`config.mk`:
```
export PLATFORM = sky130hd
export DESIGN_NAME = mult_sequencer_flat
export DESIGN_NICKNAME = d
export VERILOG_FILES = /design/src/rtl/mult_sequencer_pkg.sv /design/src/rtl/mult_sequencer_if.sv /design/src/rtl/mult_sequencer_shift_add.sv /design/src/rtl/mult_sequencer.sv /design/src/flat_wrapper.sv
export SDC_FILE = /design/constraint.sdc
export NUM_CORES = 1
export LEC_CHECK = 0
export ABC_AREA = 1
export CAP_MARGIN = 10
export CORE_MARGIN = 10
export CORE_UTILIZATION = 40
export DETAILED_ROUTE_END_ITERATION = 10
export PLACE_DENSITY = 0.61
export SLEW_MARGIN = 20
export SYNTH_ARGS = -nofsm -noshare
export SYNTH_HDL_FRONTEND = slang
export SYNTH_SLANG_ARGS = --single-unit
```
`constraint.sdc`:
```
create_clock -name clk -period 7.3 [get_ports clk]
set_clock_uncertainty 0.05 [all_clocks]
set_input_delay 1.095 -clock clk [delete_from_list [all_inputs] [get_ports clk]]
set_output_delay 1.095 -clock clk [all_outputs]
set_load 0.03 [all_outputs]
```
`src/rtl/mult_sequencer_pkg.sv`:
```
// Shared definitions for the MULT sequencer: FSM state encoding, MULT funct code, default width.
package mult_sequencer_pkg;

  localparam int unsigned WIDTH_DEF  = 32;
  localparam logic [5:0]  FUNCT_MULT = 6'b011000;

  typedef enum logic [1:0] {
    ST_IDLE = 2'd0,
    ST_RUN  = 2'd1,
    ST_DONE = 2'd2
  } state_t;

endpackage

```
`src/rtl/mult_sequencer_if.sv`:
```
// Handshake between the decoded MULT instruction (core side) and the multiply sequencer.
interface mult_sequencer_if
  import mult_sequencer_pkg::*;
#(
  parameter int unsigned WIDTH = WIDTH_DEF
);

  logic             mult_req;
  logic [WIDTH-1:0] op_a;
  logic [WIDTH-1:0] op_b;
  logic             instr_stall;
  logic             busy;
  logic             hi_lo_valid;
  logic [WIDTH-1:0] hi;
  logic [WIDTH-1:0] lo;

  modport master (
    output mult_req, op_a, op_b,
    input  instr_stall, busy, hi_lo_valid, hi, lo
  );

  modport slave (
    input  mult_req, op_a, op_b,
    output instr_stall, busy, hi_lo_valid, hi, lo
  );

endinterface

```
`src/rtl/mult_sequencer_shift_add.sv`:
```
// Shift-add datapath: magnitude operands, 2*WIDTH accumulator, and the signed HI/LO result registers.
module mult_sequencer_shift_add
  import mult_sequencer_pkg::*;
#(
  parameter int unsigned WIDTH = WIDTH_DEF
) (
  input  logic             clk,
  input  logic             reset,
  input  logic             load,
  input  logic             step,
  input  logic             finish,
  input  logic [WIDTH-1:0] op_a,
  input  logic [WIDTH-1:0] op_b,
  output logic [WIDTH-1:0] hi,
  output logic [WIDTH-1:0] lo
);

  logic [2*WIDTH-1:0] mcand_r;
  logic [2*WIDTH-1:0] acc_r;
  logic [2*WIDTH-1:0] acc_next_s;
  logic [2*WIDTH-1:0] product_s;
  logic [WIDTH-1:0]   mplier_r;
  logic               sign_r;

  // |-2^(WIDTH-1)| wraps to 2^(WIDTH-1), which is exactly right as an unsigned magnitude
  function automatic logic [WIDTH-1:0] magnitude(input logic [WIDTH-1:0] v);
    if (v[WIDTH-1]) begin
      magnitude = ~v + WIDTH'(1);
    end else begin
      magnitude = v;
    end
  endfunction

  // Next accumulator value and signed product; finish coincides with the last step
  always_comb begin
    acc_next_s = acc_r;
    product_s  = acc_r;
    if (mplier_r[0]) begin
      acc_next_s = acc_r + mcand_r;
    end else begin
      acc_next_s = acc_r;
    end
    if (sign_r) begin
      product_s = ~acc_next_s + (2*WIDTH)'(1);
    end else begin
      product_s = acc_next_s;
    end
  end

  // Operand latch, per-cycle shift-add, and result capture
  always_ff @(posedge clk or posedge reset) begin
    if (reset) begin
      mcand_r  <= '0;
      acc_r    <= '0;
      mplier_r <= '0;
      sign_r   <= 1'b0;
      hi       <= '0;
      lo       <= '0;
    end else if (load) begin
      mcand_r  <= {WIDTH'(0), magnitude(op_a)};
      mplier_r <= magnitude(op_b);
      acc_r    <= '0;
      sign_r   <= op_a[WIDTH-1] ^ op_b[WIDTH-1];
    end else if (step) begin
      acc_r    <= acc_next_s;
      mcand_r  <= mcand_r << 1;
      mplier_r <= mplier_r >> 1;
      if (finish) begin
        hi <= product_s[2*WIDTH-1:WIDTH];
        lo <= product_s[WIDTH-1:0];
      end
    end
  end

endmodule

```
`src/rtl/mult_sequencer.sv`:
```
// MULT controller: stalls fetch while a WIDTH-cycle shift-add runs, then loads HI/LO with a valid pulse.
module mult_sequencer
  import mult_sequencer_pkg::*;
#(
  parameter int unsigned WIDTH = WIDTH_DEF
) (
  input  logic             clk,
  input  logic             reset,
  mult_sequencer_if.slave  bus
);

  localparam int unsigned CW = $clog2(WIDTH);

  state_t        state_r;
  logic [CW-1:0] count_r;
  logic          busy_r;
  logic          valid_r;
  logic          load_s;
  logic          step_s;
  logic          finish_s;
  logic          last_s;

  // Datapath strobes; a dropped request in RUN stops stepping so HI/LO are never written
  always_comb begin
    load_s   = 1'b0;
    step_s   = 1'b0;
    finish_s = 1'b0;
    last_s   = (count_r == CW'(WIDTH - 1));
    case (state_r)
      ST_IDLE: load_s = bus.mult_req;
      ST_RUN: begin
        step_s   = bus.mult_req;
        finish_s = bus.mult_req & last_s;
      end
      default: begin
        load_s   = 1'b0;
        step_s   = 1'b0;
        finish_s = 1'b0;
      end
    endcase
  end

  // Sequencer state, bit counter, and registered status outputs
  always_ff @(posedge clk or posedge reset) begin
    if (reset) begin
      state_r <= ST_IDLE;
      count_r <= '0;
      busy_r  <= 1'b0;
      valid_r <= 1'b0;
    end else begin
      case (state_r)
        ST_IDLE: begin
          valid_r <= 1'b0;
          count_r <= '0;
          if (bus.mult_req) begin
            state_r <= ST_RUN;
            busy_r  <= 1'b1;
          end else begin
            state_r <= ST_IDLE;
            busy_r  <= 1'b0;
          end
        end
        ST_RUN: begin
          if (!bus.mult_req) begin
            state_r <= ST_IDLE;
            busy_r  <= 1'b0;
            count_r <= '0;
          end else if (last_s) begin
            state_r <= ST_DONE;
            busy_r  <= 1'b0;
            valid_r <= 1'b1;
            count_r <= '0;
          end else begin
            count_r <= count_r + CW'(1);
          end
        end
        ST_DONE: begin
          state_r <= ST_IDLE;
          valid_r <= 1'b0;
          busy_r  <= 1'b0;
        end
        default: begin
          state_r <= ST_IDLE;
          count_r <= '0;
          busy_r  <= 1'b0;
          valid_r <= 1'b0;
        end
      endcase
    end
  end

  assign bus.instr_stall = bus.mult_req & (state_r != ST_DONE) & ~reset;
  assign bus.busy        = busy_r;
  assign bus.hi_lo_valid = valid_r;

  mult_sequencer_shift_add #(.WIDTH(WIDTH)) u_shift_add (
    .clk    (clk),
    .reset  (reset),
    .load   (load_s),
    .step   (step_s),
    .finish (finish_s),
    .op_a   (bus.op_a),
    .op_b   (bus.op_b),
    .hi     (bus.hi),
    .lo     (bus.lo)
  );

endmodule

```
`src/flat_wrapper.sv`:
```
// flat-port wrapper written by rule: the top's interface ports become plain ports
module mult_sequencer_flat import mult_sequencer_pkg::*;
#(
  parameter int unsigned WIDTH = WIDTH_DEF
)
  (clk, reset, bus_mult_req, bus_op_a, bus_op_b, bus_instr_stall, bus_busy, bus_hi_lo_valid, bus_hi, bus_lo);
  mult_sequencer_if #(.WIDTH(WIDTH)) bus_i ();
  input  logic clk;
  input  logic reset;
  input wire logic [$bits(bus_i.mult_req)-1:0] bus_mult_req;
  input wire logic [$bits(bus_i.op_a)-1:0] bus_op_a;
  input wire logic [$bits(bus_i.op_b)-1:0] bus_op_b;
  output wire logic [$bits(bus_i.instr_stall)-1:0] bus_instr_stall;
  output wire logic [$bits(bus_i.busy)-1:0] bus_busy;
  output wire logic [$bits(bus_i.hi_lo_valid)-1:0] bus_hi_lo_valid;
  output wire logic [$bits(bus_i.hi)-1:0] bus_hi;
  output wire logic [$bits(bus_i.lo)-1:0] bus_lo;
  assign bus_i.mult_req = bus_mult_req;
  assign bus_i.op_a = bus_op_a;
  assign bus_i.op_b = bus_op_b;
  assign bus_instr_stall = bus_i.instr_stall;
  assign bus_busy = bus_i.busy;
  assign bus_hi_lo_valid = bus_i.hi_lo_valid;
  assign bus_hi = bus_i.hi;
  assign bus_lo = bus_i.lo;
  mult_sequencer #(.WIDTH(WIDTH)) u_core (.clk(clk), .reset(reset), .bus(bus_i));
endmodule
```
* Word level (Yosys, flattened, before mapping)
Index checks and enable logic that the tools add are counted.
Cells by class: add/subtract/negate cells 5, eq/ne operators 7, muxes and demuxes 27, bitwise gates (word level) 9, reductions and logical operators 4
Operators with widths (number):
- $mux W64 | 6
- $mux W32 | 4
- $add A32 B1 Y32 const B | 2
- $add A64 B1 Y64 const B | 1
- $add A64 B64 Y64 | 1
- $not A32 Y32 | 2
- $not A64 Y64 | 1
- $mux W1 | 10
- $mux W5 | 2
- $pmux W5 S2 | 1
- $add A5 B1 Y5 const B | 1
- $eq A5 B5 Y1 const B | 1
- $mux W2 | 2
- $ne A2 B2 Y1 const B | 2
- $pmux W2 S2 | 1
- $and A1 B1 Y1 | 3
- $ne A3 B2 Y1 const B | 1
- $reduce_and A3 Y1 | 1
- $eq A2 B1 Y1 const B | 1
- $eq A2 B2 Y1 const B | 1
- $logic_not A2 Y1 | 1
- $ne A2 B1 Y1 const B | 1
- $not A1 Y1 | 2
- $pmux W1 S2 | 1
- 3 further kinds | 3
Word-level totals: flip-flop bits (word level) 234, output and inout port bits 67, word-level logic and storage cells 62

* Depth between registers and ports, before layout
depth in word-level cells 5, depth in mapped cells 26, gate-level depth less buffers 26

* By module
Synthesis repeated with hierarchy kept, for this count alone.
Second synthesis, totals: cell total of the unflattened synthesis 3305, area, all modules 20044.2 sq um
By module, submodules not included:
- mult_sequencer_shift_add | instances 1, cells an instance 3248, area each 19606.3 sq um, sequential area each 5630.4 sq um
- mult_sequencer | instances 1, cells an instance 57, area each 437.9 sq um, sequential area each 225.2 sq um

* Worst setup path before layout
No wires, ideal clock.
path kind in2reg, from input bus_op_a[0], to register u_core.u_shift_add.mcand_r[30], library setup time 0.145 ns, data arrival time 3.065 ns, data required time 7.105 ns, setup slack 4.040 ns, stages 15, path buffers 0, cells stage by stage inv_1 > ha_1 > inv_1 > nor3_1 > nand3_1 > nor3_1 > nand2_1 > nor3_1 > nand3_1 > nor2_1 > nand3_1 > nand2_1 > o21ai_0 > xnor2_1 > o221ai_1
On the way: word-level cells in the longest chain between the ends 4
Ends and longest elaborated chain:
- from (decl) | RTL line flat_wrapper.sv:11 | input wire logic [$bits(bus_i.op_a)-1:0] bus_op_a;
- $not A32 Y32 | RTL line mult_sequencer_shift_add.sv:28 | magnitude = ~v + WIDTH'(1);
- $add A32 B1 Y32 | RTL line mult_sequencer_shift_add.sv:28
- $mux W32 | RTL line mult_sequencer_shift_add.sv:27 | if (v[WIDTH-1]) begin
- $mux W64 | RTL line mult_sequencer_shift_add.sv:59 | end else if (load) begin
- to (signal assigned) | RTL line mult_sequencer_shift_add.sv:60 | mcand_r <= {WIDTH'(0), magnitude(op_a)};
- to (signal assigned) | RTL line mult_sequencer_shift_add.sv:66 | mcand_r <= mcand_r << 1;
- to (decl) | RTL line mult_sequencer_shift_add.sv:18 | logic [2*WIDTH-1:0] mcand_r;
No other way between the ends. A chain may end at the register's enable or synchronous reset.

* Worst setup path in the final report
from register u_core.u_shift_add.mplier_r[0], to register u_core.u_shift_add.hi[24]
On the way: word-level cells in the longest chain between the ends 4
Ends and longest elaborated chain:
- from (decl) | RTL line mult_sequencer_shift_add.sv:22 | logic [WIDTH-1:0] mplier_r;
- from (signal assigned) | RTL line mult_sequencer_shift_add.sv:61 | mplier_r <= magnitude(op_b);
- from (signal assigned) | RTL line mult_sequencer_shift_add.sv:67 | mplier_r <= mplier_r >> 1;
- $mux W64 * | RTL line mult_sequencer_shift_add.sv:38 | if (mplier_r[0]) begin
- $not A64 Y64 | RTL line mult_sequencer_shift_add.sv:44 | product_s = ~acc_next_s + (2*WIDTH)'(1);
- $add A64 B1 Y64 | RTL line mult_sequencer_shift_add.sv:44
- $mux W64 * | RTL line mult_sequencer_shift_add.sv:43 | if (sign_r) begin
- to (signal assigned) | RTL line mult_sequencer_shift_add.sv:69 | hi <= product_s[2*WIDTH-1:WIDTH];
- to (decl) | RTL line mult_sequencer_shift_add.sv:14 | output logic [WIDTH-1:0] hi,
Every way passes the cells marked *; elsewhere a longest branch is shown, timed or not.

==> summary.md <==
| Metric | Value |
|---|---|
| Run status | `complete, no violations` |
| Post-CTS Setup Inserts | `0` |
| Share of layout cells above drive strength 1 | `0.0478` |
| Slew @ Worst Pin | `927 ps` |
| Hold_ws | `427 ps` |
| DRT Pass-1 Iters | `6` |
| Placement Cell Area | `~0.021 sq mm` |
| Synth Area per Inst | `6.09 sq um` |
| Critical Path Sink Type | `flip-flop` |
| Slew margin rel. | `0.382` |
| Num CTS Buffers | `29` |
| Clk sinks | `233` |
| Async set or reset register ratio after synthesis | `1.00` |
| Crit. Startpoint | `u_core.u_shift_add.mplier_r[0]` |
| RR Startpoint | `u_core.u_shift_add.mplier_r[0]` |
| Worst EP required | `about 7700 ps` |
| Top-area cell type share of the netlist area | `0.300` |
| Initial antenna violation count | `0` |
| Starting Density | `0.406` |
| CTS tree | `done` |
| Clock buffer depth | `3` |
| Via density | `5.31` |
| HP Class | `reg2reg` |
| DRC viols | `0` |
| Final instance area | `0.0223 sq mm` |
| Synth area leader | `dfrtp_1` |
| # nets final | `3417` |
| Gr usage total | `0.241` |
| Worst Path Max Fanout | `43` |
| Routability cong. | `1.01` |
| #FFs+latches synth | `233` |
| RSZ-0062 raised after global routing | `false` |
| # diodes | `0` |
| # IOs | `134` |
| Yosys cell types | `47` |
| Row cnt | `80` |
| # setup viols final | `0` |
| Max cap viols | `0` |
| Final Max Slew Viols | `0` |
| Post-synth top flop | `dfrtp_1` |
| Worst vdd ir | `0.000217 V` |
| ANT nets after route | `0` |
| DP HPWL | `54800 um` |
| Arrival @ worst endpoint | `4480 ps` |
| Die height | `240 um` |
| First-pass GRT wire length | `approximately 110000 um` |
| P&R area growth vs syn | `14.9%` |
| Final min period | `4070 ps` |
| Gate count of the mapped netlist | `3192` |
| Cell Area, Synth | `approximately 0.02 sq mm` |
| Grt total ovfl | `0` |
| Post-cts hold buffer count | `0` |
| Syn nets | `3328` |
| Clk_lat worst skew | `590 ps` |
| Root Driver | `clkbuf_16` |
| Power per standard cell area | `approximately 280 mW/mm^2` |
| Worst setup SP type | `flip-flop` |
| Vias post-DR | `20800` |
| WL/cell | `18.0 um` |
| Main area contributors after synthesis | `dfrtp_1, nand2_1, inv_1` |
| Seq/Total Area, Yosys | `0.300` |
| Number of synthesized flops with an enable pin | `0` |
| PostCTS Resize Cnt | `0` |
| Htree depth | `1` |
| Largest net degree at the start of global routing | `138` |
| Vias in the first global route | `19500` |
| PortBufs | `about 130` |
| Final WL | `a little over 70000 um` |
| Initial DRC Count | `1944` |
| Setup TNS | `0 ps` |
| Hold Startpoint | `u_core.u_shift_add.hi[31]` |
| Final hold vios | `0` |
| CORE AREA | `0.0478 sq mm` |
| WS Path Type | `reg2reg` |
| YS warnings | `0` |
| Die Wd | `roughly 240 um` |
| Leak Pwr | `~12 nW` |
| Die area | `0.0578 sq mm` |
| Period Utilization, post-route | `0.558` |
| Fmax | `245 MHz` |
| CTS clock-pin slew for the worst setup and hold paths | `60 ps` |
cells in the final DEF, fill, tap and decap left out, types with 4 or more instances in the layout:
| cell type | n |
|---|---|
| a21oi_1 | 85 |
| nand3_2 | 10 |
| nand3_1 | 291 |
| o21ai_0 | 95 |
| o31ai_1 | 4 |
| clkbuf_16 | 29 |
| clkinv_2 | 4 |
| nor2_1 | 243 |
| inv_2 | 14 |
| nand3b_1 | 7 |
| nand2_2 | 25 |
| o221ai_1 | 52 |
| nor3_1 | 29 |
| clkinv_1 | 4 |
| xnor2_1 | 13 |
| inv_1 | 539 |
| o21bai_1 | 10 |
| nor4_1 | 5 |
| clkbuf_8 | 5 |
| o211ai_1 | 6 |
| xor2_1 | 26 |
| nand2_1 | 1159 |
| nor2_2 | 18 |
| and2_1 | 5 |
| o22ai_1 | 81 |
| o21ai_1 | 9 |
| buf_4 | 13 |
| clkdlybuf4s50_1 | 133 |
| nand4_1 | 36 |
| nor3_2 | 6 |
| ha_1 | 68 |
| clkinvlp_4 | 5 |
| nor2_4 | 7 |
| dfrtp_1 | 231 |
| clkbuf_1 | 5 |
critical path, cell delays in order, from the launching register on:
cell and delay (ps):
dfrtp_2 580, inv_2 730, o21ai_1 210, inv_1 160, ha_1 180, inv_1 60, nor2_1 100, nand3_1 110
nor2_1 180, nand2_1 90, nor2_2 140, nand3_1 150, nor2_2 180, nand3_2 120, nor2_2 210, nand3_2 120
nand2_4 140, nand4_1 120, nand3_1 160, nand2_1 80
stage by stage:
step	power, mW	setup WS (ps)	instances	utilization
final	6.18	3230	3919	0.467
after global routing	6.57	2910	3919	0.467
after CTS	6.17	3290	3919	0.467
after detailed placement	4.62	2970	3865	0.446
after global placement	4.59	3000	3865	0.446
after floorplan	3.60	3110	3192	-
registers in the layout, summed over array words and instances (netlist names):
register and count:
u_core.count_r 5, u_core.u_shift_add.acc_r 64, u_core.bus.hi_lo_valid 1, u_core.u_shift_add.lo 32, u_core.state_r 2, u_core.u_shift_add.sign_r 1
u_core.u_shift_add.mplier_r 32, u_core.u_shift_add.mcand_r 64, u_core.u_shift_add.hi 32
synth_stat cells (5+ instances only):
library cell / count
nand2_2: 25
o22ai_1: 81
o211ai_1: 6
o21bai_1: 10
nand3b_1: 7
buf_2: 15
nor4_1: 5
a21oi_1: 85
nand3_1: 291
clkbuf_1: 59
and2_1: 5
o21ai_1: 9
o21ai_0: 95
xnor2_1: 13
nor2_1: 247
nor2_2: 17
nand2_1: 1159
nand3_2: 10
o221ai_1: 52
nand4_1: 36
inv_2: 14
inv_1: 541
ha_1: 68
nor3_2: 6
xor2_1: 26
nor3_1: 29
buf_1: 14
dfrtp_1: 233
layout make-up:
type / instances / area [sq um]
clock buffers: 39 / 813
inverters: 559 / 2100
flip-flops and latches: 233 / 5830
repair buffers: 147 / 1450
multi-input cells: 2311 / 11200
well taps: 615 / 769
fillers: 5039 / 25500
clock inverters: 15 / 186
logic make-up (layout without fill, tap and decap cells):
family,count (synthesis),after routing,share of synthesized area
xor+xnor,39,39,0.0176
compound gates,357,357,0.112
fa+ha+maj,69,69,0.0448
buf+inv,648,760,0.126
flops,233,233,0.300
simple gates,1846,1846,0.399
metal layers:
layer / wire, um / global-route usage / vias up
met5: 0 / 0 / -
met4: 1320 / 0.0548 / 0
met3: 5430 / 0.0373 / 73
met2: 29800 / 0.360 / 714
met1: 34000 / 0.355 / 9735
li1: - / - / 10300
power by group:
part / total (mW) / internal, mW / switching (mW)
sequential: 1.80 / 1.57 / 0.235
combinational: 2.85 / 0.925 / 1.93
clock: 1.53 / 0.895 / 0.634
total: 6.18 / 3.38 / 2.80
final timing paths:
| path | end | slack (ps) | depth (start not counted) |
|---|---|---|---|
| worst max-delay path | u_core.u_shift_add.hi[24] | 3230 | 19 |
| worst min-delay path | u_core.u_shift_add.hi[31] | 430 | 2 |
| worst max register to register | u_core.u_shift_add.hi[24] | 3230 | 19 |
| worst min register to register | u_core.u_shift_add.hi[31] | 430 | 2 |
| max in group asynchronous | u_core.u_shift_add.mcand_r[54] | 4860 | 3 |
| min in group asynchronous | u_core.u_shift_add.lo[26] | 980 | 2 |
Power figures use the tool's default switching activity.
